`config.mk`:
```
export PLATFORM = sky130hd
export DESIGN_NAME = bmem_arbiter
export DESIGN_NICKNAME = d
export VERILOG_FILES = /design/src/rtl/bmem_arbiter.sv
export SDC_FILE = /design/constraint.sdc
export NUM_CORES = 1
export LEC_CHECK = 0
export BUFFER_PORTS_ARGS = -buffer_cell sky130_fd_sc_hd__buf_4
export CELL_PAD_IN_SITES_DETAIL_PLACEMENT = 0
export CELL_PAD_IN_SITES_GLOBAL_PLACEMENT = 1
export CORE_AREA = 10 10 394 396
export CTS_CLUSTER_SIZE = 12
export DETAILED_ROUTE_END_ITERATION = 16
export DIE_AREA = 0 0 404 406
export GPL_ROUTABILITY_DRIVEN = 0
export MAX_ROUTING_LAYER = met4
export PLACE_DENSITY_LB_ADDON = 0.1
export REMOVE_ABC_BUFFERS = 1
export SYNTH_ARGS = -nofsm -noshare
export SYNTH_HDL_FRONTEND = slang
export SYNTH_SLANG_ARGS = --single-unit
```
`constraint.sdc`:
```
create_clock -name clk -period 29.6 [get_ports clk]
set_input_delay 5.92 -clock clk [delete_from_list [all_inputs] [get_ports clk]]
set_output_delay 5.92 -clock clk [all_outputs]
set_load 0.005 [all_outputs]
```
`src/rtl/bmem_arbiter.sv`:
```
// bmem_arbiter: shares the single burst-memory port between the I-cache and D-cache.
// Round-robin grant, 4-beat 64-bit bursts, one-cycle 256-bit line responses.
module bmem_arbiter #(
    parameter bit CHECK_RADDR = 1'b1
) (
    input  logic         clk,
    input  logic         rst,
    input  logic [31:0]  i_dfp_addr,
    input  logic         i_dfp_read,
    output logic [255:0] i_dfp_rdata,
    output logic         i_dfp_resp,
    input  logic [31:0]  d_dfp_addr,
    input  logic         d_dfp_read,
    input  logic         d_dfp_write,
    input  logic [255:0] d_dfp_wdata,
    output logic [255:0] d_dfp_rdata,
    output logic         d_dfp_resp,
    output logic [31:0]  bmem_addr,
    output logic         bmem_read,
    output logic         bmem_write,
    output logic [63:0]  bmem_wdata,
    input  logic         bmem_ready,
    input  logic [31:0]  bmem_raddr,
    input  logic [63:0]  bmem_rdata,
    input  logic         bmem_rvalid
);

    localparam logic [2:0] IDLE     = 3'd0;
    localparam logic [2:0] RD_ISSUE = 3'd1;
    localparam logic [2:0] RD_WAIT  = 3'd2;
    localparam logic [2:0] WR_BURST = 3'd3;
    localparam logic [2:0] RESP     = 3'd4;

    logic [2:0]   r_state;
    logic [1:0]   r_cnt;
    logic         r_lastGrant;
    logic [31:0]  r_addr;
    logic [255:0] r_wdata;
    logic [255:0] r_lineBuf;

    logic         w_reqI;
    logic         w_reqD;
    logic         w_grantD;
    logic         w_raddrOk;
    logic         w_beatOk;
    logic         w_isRead;
    logic         w_isWrite;
    logic         w_isResp;
    logic [31:0]  w_grantAddr;
    logic         w_unused;

    // Line offset bits are never used; the whole line is always transferred.
    assign w_unused = ^{i_dfp_addr[4:0], d_dfp_addr[4:0]};

    // r_lastGrant holds the most recently granted port (1 = D), so on a tie the other one wins.
    assign w_reqI      = i_dfp_read;
    assign w_reqD      = d_dfp_read | d_dfp_write;
    assign w_grantD    = w_reqD & (~w_reqI | ~r_lastGrant);
    assign w_grantAddr = w_grantD ? {d_dfp_addr[31:5], 5'b0} : {i_dfp_addr[31:5], 5'b0};

    assign w_raddrOk = !CHECK_RADDR || (bmem_raddr == r_addr);
    assign w_beatOk  = bmem_rvalid && w_raddrOk;

    always_ff @(posedge clk or posedge rst) begin
        if (rst) begin
            r_state     <= IDLE;
            r_cnt       <= 2'd0;
            r_lastGrant <= 1'b1;
            r_addr      <= 32'd0;
            r_wdata     <= 256'd0;
            r_lineBuf   <= 256'd0;
        end else begin
            case (r_state)
                IDLE: begin
                    if (w_reqI || w_reqD) begin
                        r_lastGrant <= w_grantD;
                        r_addr      <= w_grantAddr;
                        r_cnt       <= 2'd0;
                        if (w_grantD && d_dfp_write) begin
                            r_wdata <= d_dfp_wdata;
                            r_state <= WR_BURST;
                        end else begin
                            r_state <= RD_ISSUE;
                        end
                    end
                end
                RD_ISSUE: begin
                    if (bmem_ready) begin
                        r_state <= RD_WAIT;
                    end
                end
                RD_WAIT: begin
                    if (w_beatOk) begin
                        r_lineBuf[{r_cnt, 6'b0} +: 64] <= bmem_rdata;
                        r_cnt <= r_cnt + 2'd1;
                        if (r_cnt == 2'd3) begin
                            r_state <= RESP;
                        end
                    end
                end
                WR_BURST: begin
                    if (bmem_ready) begin
                        r_cnt <= r_cnt + 2'd1;
                        if (r_cnt == 2'd3) begin
                            r_state <= RESP;
                        end
                    end
                end
                RESP: begin
                    r_state <= IDLE;
                end
                default: begin
                    r_state <= IDLE;
                end
            endcase
        end
    end

    // Every output below is a pure decode of registered state.
    assign w_isRead  = (r_state == RD_ISSUE);
    assign w_isWrite = (r_state == WR_BURST);
    assign w_isResp  = (r_state == RESP);

    assign bmem_read   = w_isRead;
    assign bmem_write  = w_isWrite;
    assign bmem_addr   = (w_isRead || w_isWrite) ? r_addr : 32'd0;
    assign bmem_wdata  = w_isWrite ? r_wdata[{r_cnt, 6'b0} +: 64] : 64'd0;

    assign i_dfp_resp  = w_isResp & ~r_lastGrant;
    assign d_dfp_resp  = w_isResp & r_lastGrant;
    assign i_dfp_rdata = r_lineBuf;
    assign d_dfp_rdata = r_lineBuf;

endmodule

```
---- Word level (Yosys, flattened, before mapping) ----
Index checks and enable logic that the tools add are counted.
word-level totals
  bits of input ports ..................... 423
  bits in registers ....................... 550
  word-level logic and storage cells ...... 54
cells by class
  reductions and logical operators ........ 11
  bitwise gates (word level) .............. 7
  muxes and demuxes ....................... 15
  shift operators ......................... 3
  $add $sub $neg .......................... 2
  equal/unequal tests ..................... 10
operator list
  cell                       count
  $bwmux 256                 1
  $shift 64x10->256 const A  1
  $shiftx 256x9->64          1
  $shiftx 64x10->256         1
  $mux 32                    2
  $mux 64                    1
  $eq 32x32->1               1
  $mux 3                     5
  $pmux 3 s4                 1
  $neg 8->10                 1
  $mux 2                     4
  $ne 2x2->1 const B         4
  $reduce_and 4->1           2
  $eq 3x2->1 const B         2
  $pmux 2 s3                 1
  $reduce_and 2->1           2
  $and 1x1->1                3
  $eq 3x1->1 const B         1
  $eq 3x3->1 const B         1
  $logic_not 3->1            1
  $reduce_and 3->1           1
  $reduce_bool 3->1          1
  $add 2x1->2 const B        1
  $eq 2x2->1 const B         1
  other kinds (4)            8

---- Depth between registers and ports, before layout ----
Gate-level depths: netlist of the first run.
  word-level depth ........................ 7
  depth in mapped cells ................... 9

---- Worst setup path before layout of the first run ----
No wires, ideal clock.
  path type ............................... register to output
  from .................................... register r_cnt[0]
  to ...................................... output port bmem_wdata[47]
  arrival ................................. 1.854 ns
  required time ........................... 23.680 ns
  stages on the path, launching flop included .. 6
  buffers on the path ..................... 3
  path slack .............................. 21.826 ns
  cell sequence ........................... dfrtp_1 -> clkbuf_1 -> buf_2 -> buf_2 -> mux4_2 -> and3_1
on the way
  word-level cells in the longest chain between the ends .. 2
ends and longest elaborated chain
  element                 RTL line  text
  from (decl)             35        logic [1:0] r_cnt;
  from (signal assigned)  95        r_cnt <= r_cnt + 2'd1;
  from (signal assigned)  103       r_cnt <= r_cnt + 2'd1;
  $shiftx 256x9->64       127       assign bmem_wdata = w_isWrite ? r_wdata[{r_cnt, 6'b0} +: 64] : 64'd0;
  $mux 64                 127
  to (decl)               21        output logic [63:0] bmem_wdata,
Every way passes these cells.

---- Worst setup path in the final report of the first run ----
  from .................................... input port i_dfp_read
  to ...................................... register r_wdata[148]
on the way
  word-level cells in the longest chain between the ends .. 5
  elaborated cells between the ends (all ways) .. 6
  those cells by class .................... bitwise: 3; reduce/logical: 3
ends and longest elaborated chain
  element                              RTL line  text
  from (decl)                          9         input logic i_dfp_read,
  $not 1->1                            58        assign w_grantD = w_reqD & (~w_reqI | ~r_lastGrant);
  $or 1x1->1                           58
  $and 1x1->1                          58
  $logic_and 1x1->1                    79        if (w_grantD && d_dfp_write) begin
  $reduce_and 3->1 (no source line) *  n/a
  to (signal assigned)                 80        r_wdata <= d_dfp_wdata;
  to (decl)                            38        logic [255:0] r_wdata;
Mark *: on every way between the ends. The rest lies on a longest branch, timed or not.
A chain may end at the register's enable or synchronous reset.

==> results of run 1 <==
## registers in the layout, summed over array words and instances (netlist names)
name and cells:
r_addr 27, d_dfp_rdata 256, r_wdata 256, r_state 3
r_cnt 2, r_lastGrant 1
## per-stage QoR
stage	hold WS, ps	instance area, sq um
floorplan	454	24300
global placement	463	34600
detailed placement	473	34600
CTS	486	37000
global route	499	37100
finish	482	37100
## worst max-delay path, cell delays in order
cell and delay, ps:
buf_4 110, nand2_1 70, and3_4 910, buf_4 850
buf_4 760, buf_4 750, mux2_2 420
## layer usage
metal | share of wire (%) | routed length [um] | vias up
met2 | 50 | 65900 | 712
met1 | 40 | 53300 | 9899
met4 | 2.1 | 2790 | 0
met5 | 0 | 0 | -
met3 | 8.0 | 10600 | 118
li1 | - | - | 8808
## report_power, final
| part | leakage [nW] | switching [mW] | internal (mW) | total (mW) |
|---|---|---|---|---|
| Combinational | 13.1 | 0.268 | 0.250 | 0.518 |
| Clock | 1.17 | 0.369 | 0.521 | 0.890 |
| Sequential | 6.26 | 0.0627 | 0.835 | 0.898 |
| Total | 20.6 | 0.700 | 1.61 | 2.31 |
## how the worst max path moves through the flow
stage | depth (start not counted) | endpoint | start | slack [ps]
6_report | 7 | r_wdata[148] | i_dfp_read | 20130
5_1_grt | 4 | bmem_wdata[33] | r_cnt[0] | 19850
4_1_cts | 4 | bmem_wdata[33] | r_cnt[0] | 19820
3_5_place_dp | 7 | r_wdata[121] | i_dfp_read | 19440
3_3_place_gp | 7 | r_wdata[188] | i_dfp_read | 19520
2_1_floorplan | 1 | d_dfp_rdata[0] | rst | 8450
## synth_stat cells, drive strengths merged, types with 2 or more instances
cell / count
mux2i: 283
mux2: 257
nor3b: 3
mux4: 64
buf: 324
and2: 27
nor4: 3
nor3: 5
inv: 264
and3: 66
ha: 5
nand4: 8
a221oi: 2
o211ai: 2
nand2b: 2
nand2: 292
o21ai: 29
o21a: 2
nand3: 3
xor2: 2
nor2: 5
a31oi: 2
clkbuf: 63
xnor2: 24
dfrtp: 544
## kinds of logic (layout without fill, tap and decap cells)
logic type,count (synthesis),after routing,share of synthesized area [%]
simple gates,418,418,7.04
mux,604,604,26.4
xor+xnor,26,26,0.839
buf+inv,651,1451,14.3
flops,545,545,50.2
fa+ha+maj,5,5,0.230
other cells,1,35,0.0138
compound gates,42,42,0.908
## cell usage in the layout (no fill, tap or decap), types with 18 or more instances in the layout
cell,instances
dfrtp_1,541
inv_1,262
buf_4,1055
clkbuf_16,78
clkbuf_1,18
and3_1,65
diode_2,30
o21ai_0,29
xnor2_1,24
nand2_1,292
and2_1,27
mux2i_1,283
mux2_1,30
mux2_2,227
mux4_2,64
## area by class of cell
| type | instances | area (sq um) |
|---|---|---|
| Sequential cell | 545 | 13600 |
| Clock buffer | 111 | 2230 |
| Clock inverter | 21 | 153 |
| Timing Repair Buffer | 1055 | 7920 |
| Multi-Input combinational cell | 1100 | 9670 |
| Antenna cell | 30 | 75.1 |
| Fill cell | 15680 | 110000 |
| Tap cell | 1930 | 2410 |
| Inverter | 264 | 998 |
==> out/metrics.cfg, run 1 <==
[status]
status=complete, but fails checks
failed_checks=design-rule violations

[power_and_ir_drop]
max-vdd-ir-drop_mv=0.0459
power.total_mw=2.31
p_leak_nw=20.6
p_per_area_nw_per_um2=62.1

[detailed_routing]
wirelength_um=133000
vias_per_cell=3.86
first_iter_violations=856
dr_total_vias=19537
drtAntennaViolNets=0
drtPass1Iterations=12
route.detailed.drc=3
wl_per_cell_um=26.2

[run]
max_cap_viol_count=0

[setup_path]
r2r_start=r_state[1]
criticalPathCategory=in2reg
r2r_slack_ps=24670
rr_worst_depth=6
path_max_fanout=78
r2r-end=r_wdata[148]
crit_required_ps=30120
crit_arrival_ps=9990
crit_path_end_kind=register
critPathLaunchType=input pin

[global_route]
grt_use_total_pct=15.9
grt_max_degree=105
grt_overflow_total=0
met1_usage_pct=17.7
grt_pass1_wl_um=179000
grt-busiest-layer=met2
grt_pass1_vias=21953
grtUsageMet3_pct=5.88
antenna_found_initial=31
use_met2_pct=26.8

[clock_network]
worstSkewPairLatency_ps=650
cts_setup_buffers=0
clkSinkCount=545
cts_tree=built
cts-resized-gates=0
numCtsBuffers=76
clk_pin_slew_ps=50
clockBufferDepth=3
htree_num_levels=3
cts-root-buf=clkbuf_16
hold_buffers=0

[timing]
tns_ps=0
slew_headroom_pct=25.6
setup_slack_ps=20130
rsz0062_at_grt=false
setup_viol=0
fin_crit_sh_pct=32.0
hold_violations=0
fmax_mhz=106
fin_crit_ps=9470
fin_skew_ps=20.8
drv_slew=0
tightest_slew_ps=1120

[yosys]
synth-edff-count=0
yosysTopAreaCell=dfrtp_1
syn_avg_cell_area_sq_um=11.8
synth_cell_types=44
ys_ff_latch=545
yosys_warnings=0
synth_area_sq_um=27100
async_flop_share_pct=100
netlist_instances=2292
ys_seq_area_share_pct=50.2
netlist_top_cells_area=dfrtp_1, mux2i_1, mux2_2, buf_4, mux4_2
synth_top_area_share_pct=50.1
synth_ff_type=dfrtp_1

[die]
die-area_sq_um=164000
rows=141
ios=1035
die_w_um=404
chipHeight_um=406
coreArea_sq_um=147000
start_util_pct=18.4

[hold_path]
min_path_type=reg2reg
min_to=r_wdata[18]
min_from=r_wdata[18]
hold_depth=1

[place]
io_buffers=1019
dp_hpwl_um=101000
place_inst=4894
pre_cts_slack_ps=19440

[finish]
final_util_pct=25.2
area_growth_pct=36.7
drive_above_1_share_pct=47.7
finalNetCount=3470
fin_cells=5056

(Power assumes the default switching activity.)
==> run 2, diff against run 1 <==
Settings changed: CORE_AREA 10 10 394 396 to 10 10 393 395, DIE_AREA 0 0 404 406 to 0 0 403 405.
Clock period 29.6 ns to 9.2 ns, I/O delays scaled along.
==> run 2 against run 1 <==
  * Critical path depth is 3 lower
  * Largest power group unchanged
  * Final cell count is 0.28% lower
  * Utilization hardly changed
  * Via count is 0.60% lower
  * Wire length is 3.5% lower
  * Highest routed layer unchanged
  * Sequential share of layout area hardly changed
  * Die area is 0.49% lower
  * The run now ends clean
  * Register-to-register slack worse by 19000 ps
  * Total power grew to 3.2 times the previous value
  * First-iteration DRC count is 2.5% higher
  * Critical endpoint is now bmem_wdata[36]
  * Sequential power grew to 3.2 times the previous value
==> out/metrics.cfg, run 2 (synthesis results as in run 1) <==
[finish]
final_cell_mix=buf_4, dfrtp_1, nand2_1, mux2i_1, inv_1  ; unchanged
final_util_pct=25.3  ; was 25.2%
layout_commonest_cell=buf_4  ; unchanged
drive_above_1_share_pct=47.5  ; was 47.7%
n_fill_cell=15563  ; was 15680
design_area_sq_um=37100  ; about the same
finalNetCount=3462  ; was 3470
area_growth_pct=36.6  ; was 36.7%

[setup_path]
crit_chain=buf_4, mux4_2, and3_1, buf_4  ; was buf_4, nand2_1, and3_4, buf_4, buf_4, buf_4, mux2_2
crit_top_cell=buf_4  ; unchanged
crit_arrival_ps=3560  ; was 9990 ps
cp_slowest_cell=dfrtp_4  ; was and3_4
path_max_fanout=39  ; was 78
criticalPathCategory=reg2out  ; was in2reg
crit_path_end_kind=output port  ; was register
cpPeakStageDelay_ps=910  ; about the same
crit_required_ps=7360  ; was 30120 ps
critPathLaunchType=register  ; was input pin

[status]
status=complete, no violations  ; was complete, but fails checks

[clock_network]
numCtsBuffers=74  ; was 76
clockBufferDepth=3  ; unchanged
cts-resized-gates=0  ; unchanged
clk_pin_slew_ps=60  ; was 50 ps
htree_num_levels=3  ; unchanged
worstSkewPairLatency_ps=660  ; was 650 ps
clkSinkCount=545  ; unchanged
cts-root-buf=clkbuf_16  ; unchanged
cts_setup_buffers=0  ; unchanged
hold_buffers=0  ; unchanged
cts_tree=built  ; unchanged

[place]
io_buffers=1019  ; unchanged
dp_hpwl_um=97100  ; was 101000 um
dpl_cell_area_sq_um=34700  ; was 34600 sq um

[die]
start_util_pct=18.5  ; was 18.4%
die-area_sq_um=163000  ; was 164000 sq um
ios=1035  ; unchanged
coreArea_sq_um=147000  ; about the same
chipHeight_um=405  ; was 406 um
rows=141  ; unchanged
die_w_um=403  ; was 404 um

[timing]
fin_crit_sh_pct=58.7
fin_crit_ps=5400
rsz0062_at_grt=false  ; unchanged
hold_violations=0  ; unchanged
fin_skew_ps=44.7  ; was 20.8 ps
tns_ps=0  ; unchanged
tightest_slew_ps=1230  ; was 1120 ps
slew_headroom_pct=18.1  ; was 25.6%
drv_slew=0  ; unchanged
setup_viol=0  ; unchanged
fmax_mhz=185

[power_and_ir_drop]
sequentialPowerShare_pct=38.8  ; was 38.9%
p_per_area_nw_per_um2=200  ; was 62.1 nW/um^2
clockPowerShare_pct=38.5  ; was 38.6%
p_int_mw=5.18  ; was 1.61 mW
switching_power_mw=2.22  ; was 0.700 mW
max-vdd-ir-drop_mv=0.137  ; was 0.0459 mV
power_frac_comb_pct=22.7  ; was 22.5%
p_leak_nw=20.6  ; about the same
sw_frac_of_total_pct=30.0  ; was 30.4%

[detailed_routing]
first_iter_violations=877  ; was 856
drtAntennaViolNets=0  ; unchanged
route.detailed.drc=0  ; was 3
dr_total_vias=19419  ; was 19537
wirelength_um=128000  ; was 133000 um
drtPass1Iterations=5  ; was 12
vias_per_cell=3.85  ; was 3.86
wl_per_cell_um=25.4  ; was 26.2 um

[global_route]
grt_pass1_vias=21661  ; was 21953
grt_overflow_total=0  ; unchanged
grt_pass1_wl_um=174000  ; was 179000 um
grt_use_total_pct=15.4  ; was 15.9%
antenna_found_initial=26  ; was 31
grt_max_degree=172  ; was 105

[run]
max_cap_viol_count=0  ; unchanged

[hold_path]
min_path_type=reg2reg  ; unchanged

## run 2: cell count changes in the layout (fill, tap and decap cells not counted), sizes merged
cell and change:
clkbuf +2, diode -5, bufinv +1, inv -2, clkinvlp -4, buf -6
## run 2: layout make-up
| type | count | area [sq um] | area share [%] |
|---|---|---|---|
| antenna | 25 | 62.6 | 0.169 |
| clock buffer | 113 | 2210 | 5.96 |
| clock inverter | 16 | 158 | 0.425 |
| inverter | 264 | 998 | 2.69 |
| multi-input combinational | 1100 | 9670 | 26.1 |
| sequential | 545 | 13700 | 36.8 |
| tap | 1930 | 2410 | 6.51 |
| timing repair buffer | 1049 | 7930 | 21.4 |
## run 2: per-stage QoR
stage / instances / hold slack, ps / setup WS [ps] / total power [mW]
2_1_floorplan: 1909 / 454 / -7870 / 4.09
3_3_place_gp: 4888 / 464 / 3900 / 4.62
3_5_place_dp: 4888 / 470 / 3890 / 4.66
4_1_cts: 5017 / 486 / 3540 / 7.59
5_1_grt: 5041 / 492 / 3480 / 7.83
6_report: 5042 / 480 / 3800 / 7.40
## run 2: worst paths after layout
| path | slack [ps] | end | cells past startpoint | from |
|---|---|---|---|---|
| max | 3800 | bmem_wdata[36] | 4 | r_cnt[0] |
| max in group asynchronous | 6290 | d_dfp_rdata[253] | 3 | rst |
| min | 480 | r_wdata[25] | 1 | r_wdata[25] |
| min in group asynchronous | 1380 | r_wdata[161] | 2 | rst |
| max reg2reg | 5490 | d_dfp_rdata[22] | 7 | r_cnt[0] |
| min reg2reg | 480 | r_wdata[25] | 1 | r_wdata[25] |
## run 2: power groups by stage
stage / registers (mW) / logic [mW] / clock network, mW
2_1_floorplan: 2.90 / 1.19 / 0
3_5_place_dp: 2.92 / 1.74 / 0
4_1_cts: 2.88 / 1.74 / 2.96
5_1_grt: 2.92 / 1.85 / 3.07
6_report: 2.87 / 1.68 / 2.85
3_3_place_gp: 2.91 / 1.72 / 0
## run 2: per-layer routing
metal	track usage (%)	vias up	wire length (um)
met2	25.5	730	62800
met5	-	-	0
met3	5.14	111	9090
li1	-	8794	-
met1	17.8	9784	53200
met4	4.60	0	2830
## run 2: worst max-delay path: cells and delay by family (launching register included)
| family | cells | cell delay [ps] |
|---|---|---|
| buf+inv | 2 | 990 |
| mux | 1 | 610 |
| flops | 1 | 910 |
| simple gates | 1 | 280 |
